--- src/rtl/router_pkg.sv ---
// Shared width helpers and channel-select decode for the buffered packet router.
// Contents:
//   MAX_OUT/MAX_AW   widest supported channel count and address width
//   addr_width()     address width for a channel count, never below 1
//   is_pow2()        FIFO depth legality check (power of 2, >= 2)
//   chan_sel()       per-channel push mask for a unicast or broadcast beat
package router_pkg;

    localparam int unsigned MAX_OUT = 16;
    localparam int unsigned MAX_AW  = 4;

    // Address width is clog2(n) but never narrower than one bit.
    function automatic int unsigned addr_width(input int unsigned n);
        return (n <= 1) ? 1 : 32'($clog2(n));
    endfunction

    function automatic bit is_pow2(input int unsigned n);
        return (n >= 2) && ((n & (n - 1)) == 0);
    endfunction

    // One-hot for a legal unicast, all channels for broadcast, zero for an illegal address.
    function automatic logic [MAX_OUT-1:0] chan_sel(input logic [MAX_AW-1:0] addr,
                                                    input logic              bcast,
                                                    input int unsigned       n);
        logic [MAX_OUT-1:0] sel;
        sel = '0;
        for (int unsigned i = 0; i < MAX_OUT; i++) begin
            if ((i < n) && (bcast || (32'(addr) == i))) begin
                sel[i] = 1'b1;
            end
        end
        return sel;
    endfunction

endpackage

--- src/rtl/router_fifo.sv ---
// Synchronous FIFO for one router output channel.
// Ports:
//   clk, reset    rising-edge clock, synchronous active-high reset (empties the FIFO)
//   push_i/din_i  write request and payload; ignored when full, even if popping
//   pop_i         read request; ignored when empty
//   full_o/empty_o occupancy flags from the registered count
//   head_o        oldest entry (meaningless when empty)
module router_fifo
    import router_pkg::*;
#(
    parameter int unsigned DATA_WIDTH = 32,
    parameter int unsigned DEPTH      = 4
) (
    input  logic                  clk,
    input  logic                  reset,
    input  logic                  push_i,
    input  logic                  pop_i,
    input  logic [DATA_WIDTH-1:0] din_i,
    output logic                  full_o,
    output logic                  empty_o,
    output logic [DATA_WIDTH-1:0] head_o
);

    localparam int unsigned PW = $clog2(DEPTH);
    localparam int unsigned CW = PW + 1;

    if (!is_pow2(DEPTH)) begin : g_bad_depth
        $error("router_fifo: DEPTH must be a power of 2 and at least 2");
    end

    logic [DATA_WIDTH-1:0] mem_q [DEPTH];
    logic [PW-1:0]         wptr_q, wptr_d;
    logic [PW-1:0]         rptr_q, rptr_d;
    logic [CW-1:0]         count_q, count_d;
    logic                  do_push, do_pop;

    assign full_o  = (count_q == CW'(DEPTH));
    assign empty_o = (count_q == '0);
    assign head_o  = mem_q[rptr_q];

    // Pointer and occupancy next-state; pointers wrap naturally at DEPTH.
    always_comb begin
        do_push = push_i & ~full_o;
        do_pop  = pop_i & ~empty_o;
        wptr_d  = do_push ? wptr_q + PW'(1) : wptr_q;
        rptr_d  = do_pop  ? rptr_q + PW'(1) : rptr_q;
        count_d = count_q;
        case ({do_push, do_pop})
            2'b10:   count_d = count_q + CW'(1);
            2'b01:   count_d = count_q - CW'(1);
            default: count_d = count_q;
        endcase
    end

    always_ff @(posedge clk) begin
        if (reset) begin
            wptr_q  <= '0;
            rptr_q  <= '0;
            count_q <= '0;
        end else begin
            wptr_q  <= wptr_d;
            rptr_q  <= rptr_d;
            count_q <= count_d;
        end
    end

    // Storage needs no reset: an empty FIFO never exposes its contents.
    always_ff @(posedge clk) begin
        if (do_push) begin
            mem_q[wptr_q] <= din_i;
        end
    end

endmodule

--- src/rtl/router_buffered.sv ---
// 1-to-NUM_OUT packet router with a FIFO per output and valid/ready flow control.
// Ports:
//   clk, reset            rising-edge clock, synchronous active-high reset
//   din/din_valid/din_ready  upstream beat handshake; din_ready is combinational
//   addr, din_bcast       destination index, or broadcast to every channel
//   dout/dout_valid/dout_ready  per-channel downstream handshake, channel i on dout[i*DATA_WIDTH +: DATA_WIDTH]
//   addr_err              registered one-cycle pulse after an illegal-address beat is dropped
module router_buffered
    import router_pkg::*;
#(
    parameter int unsigned DATA_WIDTH = 32,
    parameter int unsigned NUM_OUT    = 4,
    parameter int unsigned DEPTH      = 4,
    localparam int unsigned AW        = addr_width(NUM_OUT)
) (
    input  logic                          clk,
    input  logic                          reset,
    input  logic [DATA_WIDTH-1:0]         din,
    input  logic                          din_valid,
    output logic                          din_ready,
    input  logic [AW-1:0]                 addr,
    input  logic                          din_bcast,
    output logic [NUM_OUT*DATA_WIDTH-1:0] dout,
    output logic [NUM_OUT-1:0]            dout_valid,
    input  logic [NUM_OUT-1:0]            dout_ready,
    output logic                          addr_err
);

    logic [NUM_OUT-1:0] sel, push, pop, full, empty;
    logic               addr_err_q, addr_err_d;

    // addr/din_bcast are only looked at when a beat is offered.
    always_comb begin
        sel        = '0;
        addr_err_d = 1'b0;
        if (din_valid) begin
            sel        = NUM_OUT'(chan_sel(MAX_AW'(addr), din_bcast, NUM_OUT));
            addr_err_d = ~din_bcast & (32'(addr) >= NUM_OUT);
        end
    end

    // Any selected full FIFO stalls the beat; broadcast is therefore all-or-nothing.
    // An illegal address selects nothing, so it is accepted and dropped.
    assign din_ready  = ~|(sel & full);
    assign push       = sel & {NUM_OUT{din_ready}};
    assign dout_valid = ~empty;
    assign pop        = dout_valid & dout_ready;
    assign addr_err   = addr_err_q;

    always_ff @(posedge clk) begin
        if (reset) begin
            addr_err_q <= 1'b0;
        end else begin
            addr_err_q <= addr_err_d;
        end
    end

    for (genvar i = 0; i < NUM_OUT; i++) begin : g_ch
        logic [DATA_WIDTH-1:0] head;

        router_fifo #(
            .DATA_WIDTH(DATA_WIDTH),
            .DEPTH     (DEPTH)
        ) u_fifo (
            .clk    (clk),
            .reset  (reset),
            .push_i (push[i]),
            .pop_i  (pop[i]),
            .din_i  (din),
            .full_o (full[i]),
            .empty_o(empty[i]),
            .head_o (head)
        );

        // Never present stale data on an idle channel.
        assign dout[i*DATA_WIDTH +: DATA_WIDTH] = empty[i] ? '0 : head;

        a_dout_zero: assert property (@(posedge clk) disable iff (reset)
            !dout_valid[i] |-> (dout[i*DATA_WIDTH +: DATA_WIDTH] == '0));
    end

    a_push_onehot: assert property (@(posedge clk) disable iff (reset)
        (din_valid && !din_bcast) |-> $onehot0(push));
    a_no_push_full: assert property (@(posedge clk) disable iff (reset)
        (push & full) == '0);

endmodule
--- config.mk ---
export PLATFORM = sky130hd
export DESIGN_NAME = router_buffered
export DESIGN_NICKNAME = d
export VERILOG_FILES = /design/src/rtl/router_pkg.sv /design/src/rtl/router_fifo.sv /design/src/rtl/router_buffered.sv
export SDC_FILE = /design/constraint.sdc
export NUM_CORES = 1
export LEC_CHECK = 0
export ABC_AREA = 1
export CORE_ASPECT_RATIO = 1.1
export CORE_MARGIN = 2
export CORE_UTILIZATION = 58
export DETAILED_ROUTE_END_ITERATION = 12
export PLACE_DENSITY = 0.87
export REMOVE_ABC_BUFFERS = 1
export SYNTH_ARGS = -nofsm -noshare
export SYNTH_HDL_FRONTEND = slang
export SYNTH_HIERARCHICAL = 1
export SYNTH_SLANG_ARGS = --single-unit
--- constraint.sdc ---
create_clock -name clk -period 3.49 [get_ports clk]
set_input_delay 0.698 -clock clk [delete_from_list [all_inputs] [get_ports clk]]
set_output_delay 0.698 -clock clk [all_outputs]
set_load 0.02 [all_outputs]
==> results of run 1 <==
what timing repair did:
action	4_1_cts	5_1_grt
setup buffers	0	3
gates resized for setup	7	7
setup endpoints to repair	83	15
hold buffers	0	0
state kept, by name, indices dropped and copies added (netlist names), named ones only:
register,flops
g_ch.u_fifo/wptr_q,8
g_ch.u_fifo/count_q,12
g_ch.u_fifo/rptr_q,8
g_ch.u_fifo/mem_q,512
cells in the mapped netlist, drive strengths merged:
cell,instances,share of area (%)
ha,20,1.1
clkbuf,4,0.067
inv,218,3.8
nor2,429,7.2
o21ai,266,6.0
o22ai,128,3.6
fa,4,0.36
dfxtp,36,3.2
nor3,4,0.18
nand2,70,1.5
conb,1,0.017
edfxtp,512,69
buf,90,3.2
a21oi,20,0.45
nand3,24,0.60
worst max path at each step:
stage	startpoint	endpoint	cells after the start
3_3_place_gp	din_bcast	g_ch[2].u_fifo/count_q[2]	17
3_5_place_dp	din_bcast	g_ch[2].u_fifo/count_q[2]	17
2_1_floorplan	addr[1]	g_ch[0].u_fifo/mem_q[0][0]	5
6_report	register	dout[45]	6
4_1_cts	register	dout[45]	7
5_1_grt	register	dout[45]	6
layout make-up:
cell class	instances	share of cell area [%]
Clock inverter	24	1.11
Tap cell	500	2.37
Inverter	218	3.30
Multi-Input combinational cell	966	18.3
Timing Repair Buffer	212	8.68
Clock buffer	67	5.14
Sequential cell	548	61.1
logic make-up (layout without fill, tap and decap cells):
group / after synthesis / after routing / synth area share (%)
buffers and inverters: 312 / 521 / 7.05
DFF: 548 / 548 / 72.0
and+or+nand+nor: 527 / 527 / 9.51
AOI/OAI and AO/OA: 414 / 414 / 9.99
other: 1 / 1 / 0.0168
adders and majority gates: 24 / 24 / 1.48
routing by layer:
layer | share of wire, % | vias to the layer above | global-route usage [%]
met1 | 34 | 7330 | 34.0
met4 | 5.0 | 2 | 14.0
met5 | 0.019 | - | 0
li1 | - | 6688 | -
met3 | 9.9 | 193 | 4.95
met2 | 51 | 913 | 48.1
power breakdown:
part	switching (W)	leakage [nW]	internal, W
Combinational	0.00274	3.79	0.00160
Sequential	0.000165	4.96	0.00752
Clock	0.00232	0.805	0.00318
through the flow:
| stage | hold WS, ns | setup WS (ns) | std cells | area (um^2) |
|---|---|---|---|---|
| after floorplan | 0.459 | 0.350 | 1732 | 21600 |
| after global placement | 0.476 | 0.376 | 2441 | 24600 |
| after detailed placement | 0.488 | 0.260 | 2441 | 24600 |
| after CTS | 0.506 | 0.0125 | 2532 | 26300 |
| after global routing | 0.519 | 0.00775 | 2535 | 26400 |
| final | 0.502 | 0.0343 | 2535 | 26400 |
tightest hold or removal path, cell delays in order, from the launching register on:
cell and delay, ns:
sky130_fd_sc_hd__dfxtp_1 0.32, sky130_fd_sc_hd__nand2_1 0.06, sky130_fd_sc_hd__a21oi_1 0.07
==> summary.log, run 1 <==
qor: outcome.run_status completed
qor: timing.finalWorstPathRequiredPeriod 3.46 ns
qor: floorplanning.core-area 0.0381 mm^2
qor: drt.first_iter_violations 1,835
qor: critical_path.reg2reg_from g_ch[2].u_fifo/count_q[1]
qor: worst_hold_path.hold_path_startpoint g_ch[1].u_fifo/rptr_q[1]
qor: layout.area_used_by_multi_input_combinational_logic 0.00482 mm^2
qor: drt.route.detailed.vias_per_inst 5.97
qor: placement.port-buffer-count 174
qor: timing.timing.final.max_slew_violations 0
qor: pwr.power 0.0175 W
qor: floorplanning.num_io_pins 176
qor: critical_path.cp.required 2.79 ns
qor: drt.avgRoutedWirePerCell 22.4 um
qor: layout.area.growth.synth_to_final 17.8%
qor: critical_path.slowest_stage sky130_fd_sc_hd__clkdlybuf4s50_1
qor: critical_path.cp_peak_stage_delay 0.63 ns
qor: clocking.tritoncts built
qor: timing.clock-skew-final 0.0258 ns
qor: layout.antennaDiodeCount 0
qor: global_route.global_route.overflow_total 0
qor: timing.setup-violations-final 0
qor: timing.fin_setup_tns 0 ns
qor: critical_path.critPathKind register to primary output
qor: floorplanning.die_width 191 um
qor: placement.gp_congestion 0.796
qor: critical_path.crit_path_end_kind primary output
qor: worst_hold_path.hold_class register to register
qor: global_route.grt_max_degree 66
qor: layout.seqCellArea 0.0161 mm^2
qor: clocking.cts-root-to-sink-buffers 3
qor: clocking.cts_sinks 548
qor: floorplanning.dieHeight 210 um
qor: worst_hold_path.worst_hold_path.num_cells 2
qor: global_route.vias_in_the_first_global_route 15,200
qor: clocking.cts-htree-levels 2
qor: pwr.leakage 9.56 nW
qor: timing.grt_setup_unrepaired false
qor: timing.timing_hold_violations_final 0
qor: synth.syn-mean-instance-area 12.3 um^2
qor: floorplanning.die_area 0.0402 mm^2
qor: floorplanning.initial_utilization 58.7%
qor: global_route.grt_pass1_wl 84,000 um
qor: global_route.track_usage 27.9%
qor: layout.mostFrequentLayoutCell sky130_fd_sc_hd__edfxtp_1
qor: drt.num_vias 15,100
qor: clocking.cts.reportedPaths.clkPinSlew 0.06 ns
qor: floorplanning.fp-row-count 75
qor: clocking.clk_root_buffer_cell sky130_fd_sc_hd__clkbuf_16
qor: synth.yosys.cell_types.count 26
qor: critical_path.critical-path-top-delay-family buffers and inverters
qor: critical_path.critical_path.max_fanout 32
qor: layout.final_core_util 69.2%
qor: clocking.worst_skew_pair.late_latency 0.59 ns
qor: critical_path.critical_path_buf_inv_count 3
qor: drt.drt_wl_total 56,800 um
qor: layout.commonest_cells_after_routing_fill_and_taps_aside sky130_fd_sc_hd__edfxtp_1 (512), sky130_fd_sc_hd__nor2_1 (409), sky130_fd_sc_hd__inv_1 (208)
qor: global_route.antenna_found_initial 2
qor: critical_path.worst-r2r-setup-slack 0.72 ns
qor: critical_path.setup.worst_path.start_class register
qor: synth.post_synth_instance_area 0.0224 mm^2
qor: synth.postSynthRegisterBits 548
qor: pwr.peak_supply_drop 0.000479 V
qor: pwr.powerDensity 665 mW/mm^2
qor: run.drv_cap 0
qor: timing.final_cycle_utilization_of_the_critical_path 99.0%
qor: synth.seq_total_area_yosys 72.0%
qor: placement.place_hpwl 31,900 um
qor: drt.drc_errors 0
qor: critical_path.critical_path.reg2reg.endpoint g_ch[2].u_fifo/count_q[2]
qor: timing.worst_pin_slew 0.971 ns
qor: critical_path.worstPathCellList buf_4 > o21ai_0 > o22ai_1 > inv_1 > nor2_1 > clkdlybuf4s50_1
qor: synth.ys_warn_count 6
qor: critical_path.critical_path_arrival 2.76 ns
qor: critical_path.timing.reg2reg.worst_path_depth 15
qor: clocking.tritoncts.num_buffers 50
qor: drt.drtPass1Iterations 7
qor: timing.max_freq 289 MHz
qor: worst_hold_path.worstHoldEndpoint g_ch[1].u_fifo/rptr_q[1]
qor: layout.layout.nets 2,062
qor: drt.ant_nets 0
qor: layout.filler_cell_count 2,453
qor: synth.post_synth_inst_count 1,826
qor: timing.slew_headroom 35.1%
qor: layout.final_layout_size_suffix_gt1_share 8.11%
Power figures use the tool's default switching activity.
==> inputs of run 2 (changes only) <==
CTS_CLUSTER_SIZE = 30   (was not set)
clock period = 3.25 ns   (was 3.49 ns; I/O delays follow)
==> run 2 against run 1 <==
  * Worst hold slack better by 0.0043 ns
  * Count of clock-buffer cells in the layout up 6
  * Wire length down 1.5%
  * Setup slack got worse by 0.028 ns
  * Non-clock buffer count is 12 higher
  * Global-route usage shrank 0.44 points
  * Flip-flop and latch count unchanged
  * Clock skew down 0.0054 ns
  * Die area unchanged
  * Critical path type unchanged
==> summary.log, run 2 (same netlist as run 1, synthesis figures left out) <==
qor: outcome.run_status completed
qor: floorplanning.num_io_pins 176
qor: clocking.cts-root-to-sink-buffers 3
qor: layout.final_core_util 69.4%
qor: clocking.cts-htree-levels 2
qor: placement.place_hpwl 32,500 um
qor: layout.layout_top_registers g_ch.u_fifo/mem_q x512, g_ch.u_fifo/count_q x12
qor: timing.slew_headroom 40.5%
qor: drt.first_iter_violations 1,777
qor: critical_path.worstPathCellList inv_2 > buf_4 > o21ai_1 > o22ai_1 > inv_1 > nor2_1 > clkdlybuf4s50_1
qor: layout.fin_area 0.0265 mm^2
qor: pwr.power 0.0186 W
qor: drt.drt_wl_total 56,000 um
qor: layout.mostFrequentLayoutCell sky130_fd_sc_hd__edfxtp_1
qor: layout.largest-register g_ch.u_fifo/mem_q
qor: pwr.powerDensity 702 mW/mm^2
qor: timing.timing.final.max_slew_violations 0
qor: global_route.grt_pass1_wl 83,000 um
qor: clocking.cts_hold_buf 0
qor: critical_path.critical_path.reg2reg.endpoint g_ch[2].u_fifo/count_q[2]
qor: critical_path.crit_path_end_kind primary output
qor: timing.grt_setup_unrepaired true
qor: run.drv_cap 0
qor: global_route.global_route.overflow_total 0
qor: layout.commonest_cells_after_routing_fill_and_taps_aside sky130_fd_sc_hd__edfxtp_1 (512), sky130_fd_sc_hd__nor2_1 (409), sky130_fd_sc_hd__inv_1 (208)
qor: critical_path.cp_peak_stage_delay 0.68 ns
qor: placement.cell_count_after_placement 2,445
qor: critical_path.setup.worst_path.start_class register
qor: drt.drtPass1Iterations 6
qor: critical_path.critical_path_arrival 2.59 ns
qor: drt.route.detailed.vias_per_inst 5.86
qor: clocking.cts_sinks 548
qor: global_route.grt_max_degree 65
qor: floorplanning.fp-row-count 75
qor: pwr.cell_internal_pwr 0.0130 W
qor: global_route.vias_in_the_first_global_route 14,900
qor: critical_path.worst-r2r-setup-slack 0.67 ns
qor: worst_hold_path.worst_hold_path.num_cells 2
qor: timing.max_freq 308 MHz
qor: critical_path.critical-path-top-delay-family buffers and inverters
qor: drt.avgRoutedWirePerCell 22.0 um
qor: critical_path.cp.required 2.60 ns
qor: placement.gp_congestion 0.835
qor: layout.largest_register_ffs 512
qor: placement.port-buffer-count 174
qor: critical_path.reg2reg_from g_ch[2].u_fifo/count_q[1]
qor: layout.final_cells 2,547
qor: pwr.leakage 9.74 nW
qor: timing.worst_pin_slew 0.890 ns
qor: floorplanning.die_width 191 um
qor: pwr.power.clock.fraction 30.4%
qor: pwr.peak_supply_drop 0.000468 V
qor: floorplanning.die_area 0.0402 mm^2
qor: placement.placedInstanceArea 0.0247 mm^2
qor: timing.timing_hold_violations_final 0
qor: pwr.swShare 30.0%
qor: critical_path.critPathKind register to primary output
qor: critical_path.slowest_stage sky130_fd_sc_hd__clkdlybuf4s50_1
qor: pwr.net-switching-power 0.00557 W
qor: clocking.worst_skew_pair.late_latency 0.58 ns
qor: timing.final_cycle_utilization_of_the_critical_path 99.8%
qor: global_route.track_usage 27.5%
qor: timing.post-route-worst-setup-slack 0.00650 ns
qor: layout.antennaDiodeCount 0
qor: layout.final_layout_size_suffix_gt1_share 8.74%
qor: clocking.tritoncts.num_buffers 49
qor: clocking.cts.reportedPaths.clkPinSlew 0.06 ns
qor: worst_hold_path.hold_path_startpoint g_ch[0].u_fifo/rptr_q[1]
qor: drt.num_vias 14,900
qor: clocking.tritoncts built
qor: layout.area.growth.synth_to_final 18.3%
qor: timing.clock-skew-final 0.0204 ns
qor: placement.post-place-ws 0.247 ns
qor: critical_path.critical_path.max_fanout 16
qor: drt.drc_errors 0
qor: critical_path.critical_path_buf_inv_count 4
qor: layout.layout.nets 2,073
qor: floorplanning.initial_utilization 58.7%
qor: drt.ant_nets 0
qor: global_route.antenna_found_initial 0
qor: worst_hold_path.hold_class register to register
qor: pwr.share_seq_of_total_power 44.4%
qor: critical_path.timing.reg2reg.worst_path_depth 16
qor: floorplanning.core-area 0.0381 mm^2
qor: floorplanning.dieHeight 210 um
qor: timing.finalWorstPathRequiredPeriod 3.24 ns
qor: clocking.clk_root_buffer_cell sky130_fd_sc_hd__clkbuf_16
qor: pwr.p_comb_share 25.1%
qor: timing.setup-violations-final 0
[run 2: what timing repair did]
action                     4_1_cts  5_1_grt
cloned                           0        1
hold endpoints to repair         0        0
setup endpoints to repair      107       54
buffers inserted                 3        7
gates resized for setup         15       18
[run 2: layout make-up]
cell class / instances / area (um^2)
Sequential cell: 548 / 16100
Timing Repair Buffer: 224 / 2440
Clock buffer: 73 / 1390
Fill cell: 2406 / 11600
Inverter: 218 / 886
Multi-Input combinational cell: 966 / 4820
Clock inverter: 18 / 183
Tap cell: 500 / 626
[run 2: how the worst max path moves through the flow]
stage / start / to / slack (ns) / cells past startpoint
final: register / dout[17] / 0.006 / 7
after floorplan: addr[1] / g_ch[0].u_fifo/mem_q[0][0] / 0.16 / 5
after global placement: din_bcast / din_ready / 0.29 / 7
after detailed placement: addr[0] / g_ch[3].u_fifo/count_q[2] / 0.25 / 17
after global routing: register / dout[99] / -0.001 / 6
after CTS: register / dout[28] / 0.007 / 6
[run 2: per-layer routing]
| metal | vias up | track usage (%) | wire length (um) |
|---|---|---|---|
| met5 | - | 0 | 0 |
| met4 | 0 | 13.8 | 2290 |
| li1 | 6713 | - | - |
| met2 | 838 | 47.2 | 28700 |
| met1 | 7241 | 34.4 | 20400 |
| met3 | 133 | 3.73 | 4670 |
[run 2: power groups by stage]
stage / logic, W / registers (W) / clock network [W]
after floorplan: 0.00229 / 0.00842 / 0
final: 0.00467 / 0.00826 / 0.00565
after CTS: 0.00461 / 0.00826 / 0.00567
after global routing: 0.00500 / 0.00827 / 0.00593
after global placement: 0.00435 / 0.00839 / 0
after detailed placement: 0.00449 / 0.00842 / 0
[run 2: tightest hold or removal path, stage by stage (launching register included)]
cell,delay [ns]
sky130_fd_sc_hd__dfxtp_1,0.33
sky130_fd_sc_hd__nand2_1,0.07
sky130_fd_sc_hd__a21oi_1,0.07
[run 2: per-stage QoR]
stage               setup TNS (ns)  hold WS (ns)
floorplan                        0         0.459
CTS                              0         0.503
finish                           0         0.506
global route              -0.00126         0.534
detailed placement               0         0.496
global placement                 0         0.480
==> inputs of run 3 (changes only) <==
PLACE_DENSITY = 0.79   (was 0.87)
SLEW_MARGIN = 15   (was not set)
==> run 3 against run 2 <==
  * Sequential share of layout area up 0.26 points
  * Critical path depth shrank 1
  * Combinational power down 1%
  * Via count shrank 1.7%
  * First-iteration DRC count fell by 16%
  * Final cell count is 0.24% higher
  * Core utilization down 0.29 points
  * Design area decreased by 0.42%
  * Worst hold slack worse by 0.0028 ns
  * Power shrank 0.77%
  * Global-route usage fell by 1.1 points
  * Register-to-register slack gained 0.11 ns
==> summary.log, run 3 (same netlist as run 1, synthesis figures left out) <==
qor: outcome.run_status completed
qor: floorplanning.fp-row-count 75
qor: layout.final_cells 2,553
qor: layout.mostFrequentLayoutCell sky130_fd_sc_hd__edfxtp_1
qor: timing.grt_setup_unrepaired true
qor: clocking.cts-root-to-sink-buffers 3
qor: layout.largest_register_ffs 512
qor: drt.avgRoutedWirePerCell 20.7 um
qor: critical_path.critical_path.max_fanout 14
qor: layout.layout_top_registers g_ch.u_fifo/mem_q x512, g_ch.u_fifo/count_q x12
qor: pwr.power 0.0184 W
qor: global_route.grt_max_degree 65
qor: clocking.cts-htree-levels 2
qor: clocking.cts.reportedPaths.clkPinSlew 0.06 ns
qor: placement.gp_congestion 0.791
qor: layout.antennaDiodeCount 0
qor: clocking.cts_sinks 548
qor: critical_path.critical_path_arrival 2.50 ns
qor: clocking.worst_skew_pair.late_latency 0.57 ns
qor: timing.clock-skew-final 0.0106 ns
qor: placement.cell_count_after_placement 2,457
qor: timing.fin_setup_tns 0 ns
qor: worst_hold_path.hold_class register to register
qor: drt.route.detailed.vias_per_inst 5.75
qor: floorplanning.num_io_pins 176
qor: critical_path.cp.required 2.60 ns
qor: clocking.cts_hold_buf 0
qor: pwr.leakage 9.67 nW
qor: timing.slew_headroom 45.6%
qor: drt.ant_nets 0
qor: placement.place_hpwl 31,700 um
qor: drt.dr.max_layer_used met4
qor: global_route.global_route.overflow_total 0
qor: timing.final_cycle_utilization_of_the_critical_path 97.0%
qor: pwr.peak_supply_drop 0.000555 V
qor: critical_path.crit_path_end_kind primary output
qor: critical_path.critical_path_buf_inv_count 3
qor: drt.routed-wl-met3 4350 um
qor: floorplanning.die_area 0.0402 mm^2
qor: drt.first_iter_violations 1,498
qor: drt.drc_errors 0
qor: drt.num_vias 14,700
qor: timing.worst_pin_slew 0.813 ns
qor: timing.timing_hold_violations_final 0
qor: global_route.track_usage 26.4%
qor: timing.timing.final.max_slew_violations 0
qor: clocking.tritoncts built
qor: timing.setup-violations-final 0
qor: clocking.clk_root_buffer_cell sky130_fd_sc_hd__clkbuf_16
qor: layout.area.growth.synth_to_final 17.8%
qor: layout.layout.nets 2,079
qor: layout.commonest_cells_after_routing_fill_and_taps_aside sky130_fd_sc_hd__edfxtp_1 (512), sky130_fd_sc_hd__nor2_1 (409), sky130_fd_sc_hd__inv_1 (208)
qor: floorplanning.dieHeight 210 um
qor: critical_path.worstPathCellList buf_4 > o21ai_0 > o22ai_1 > inv_1 > nor2_1 > clkdlybuf4s50_1
qor: timing.max_freq 317 MHz
qor: floorplanning.initial_utilization 58.7%
qor: layout.largest-register g_ch.u_fifo/mem_q
qor: global_route.antenna_found_initial 0
qor: critical_path.cp_peak_stage_delay 0.64 ns
qor: floorplanning.die_width 191 um
qor: drt.wl_met1 20,300 um
qor: floorplanning.core-area 0.0381 mm^2
qor: layout.final_core_util 69.2%
qor: critical_path.slowest_stage sky130_fd_sc_hd__clkdlybuf4s50_1
qor: clocking.tritoncts.num_buffers 50
qor: critical_path.critical-path-top-delay-family buffers and inverters
qor: timing.post-route-worst-setup-slack 0.0988 ns
qor: placement.port-buffer-count 174
qor: drt.drt_wl_total 53,000 um
qor: drt.met2_length 26,300 um
qor: drt.drtPass1Iterations 5
qor: pwr.powerDensity 700 mW/mm^2
qor: placement.post-place-ws 0.225 ns
qor: global_route.grt_pass1_wl 80,200 um
qor: global_route.vias_in_the_first_global_route 14,700
qor: critical_path.critPathKind register to primary output
qor: critical_path.setup.worst_path.start_class register
qor: timing.finalWorstPathRequiredPeriod 3.15 ns
qor: run.drv_cap 0
qor: layout.final_layout_size_suffix_gt1_share 9.01%
[run 3: cell types whose count changed in the layout (fill, tap and decap cells not counted), moves of 2 or more]
cell / before / now
sky130_fd_sc_hd__buf_6: 9 / 4
sky130_fd_sc_hd__buf_4: 21 / 31
sky130_fd_sc_hd__nor2_4: 16 / 0
sky130_fd_sc_hd__clkbuf_8: 7 / 2
sky130_fd_sc_hd__clkbuf_16: 50 / 53
sky130_fd_sc_hd__dlymetal6s2s_1: 10 / 6
sky130_fd_sc_hd__clkinv_2: 5 / 9
sky130_fd_sc_hd__inv_6: 4 / 1
sky130_fd_sc_hd__clkdlybuf4s50_1: 164 / 167
sky130_fd_sc_hd__clkinvlp_4: 1 / 3
sky130_fd_sc_hd__inv_16: 3 / 1
sky130_fd_sc_hd__nor2_2: 4 / 20
[run 3: routing by layer]
layer	vias to the layer above	global-route usage, %
met5	-	0
met4	0	11.3
met3	134	3.96
met2	674	44.1
met1	7143	34.8
li1	6726	-
[run 3: worst paths after layout]
check / from / to / slack, ns / cells after the start
worst max register to register: g_ch[0].u_fifo/count_q[1] / g_ch[0].u_fifo/count_q[2] / 0.78 / 16
worst min register to register: g_ch[1].u_fifo/rptr_q[1] / register / 0.50 / 2
worst max-delay path: register / dout[9] / 0.1 / 6
worst min-delay path: g_ch[1].u_fifo/rptr_q[1] / register / 0.50 / 2
[run 3: repair_timing]
item,CTS,global route
endpoints found under the setup margin,86,51
resized for setup,11,14
buffers inserted,0,4
[run 3: area by class of cell]
| type | count | area, um^2 |
|---|---|---|
| clock buffers | 73 | 1420 |
| fillers | 2604 | 11800 |
| clock inverters | 19 | 146 |
| flip-flops and latches | 548 | 16100 |
| well taps | 500 | 626 |
| multi-input cells | 966 | 4740 |
| inverters | 218 | 872 |
| repair buffers | 229 | 2430 |
[run 3: where the power goes]
group	switching, W	leakage, nW	total [W]	internal, W
Sequential	0.000154	4.96	0.00823	0.00808
Combinational	0.00287	3.95	0.00461	0.00174
Clock	0.00241	0.760	0.00560	0.00319
Total	0.00544	9.67	0.0184	0.0130
[run 3: per-stage QoR]
stage,area (um^2),hold slack [ns]
after floorplan,21600,0.459
after detailed placement,24700,0.498
after global placement,24700,0.475
after CTS,26300,0.502
final,26300,0.503
after global routing,26300,0.517
[run 3: worst min-delay path: stages, from the launching register on]
cell and delay, ns:
sky130_fd_sc_hd__dfxtp_1 0.33, sky130_fd_sc_hd__nand2_1 0.07, sky130_fd_sc_hd__a21oi_1 0.07
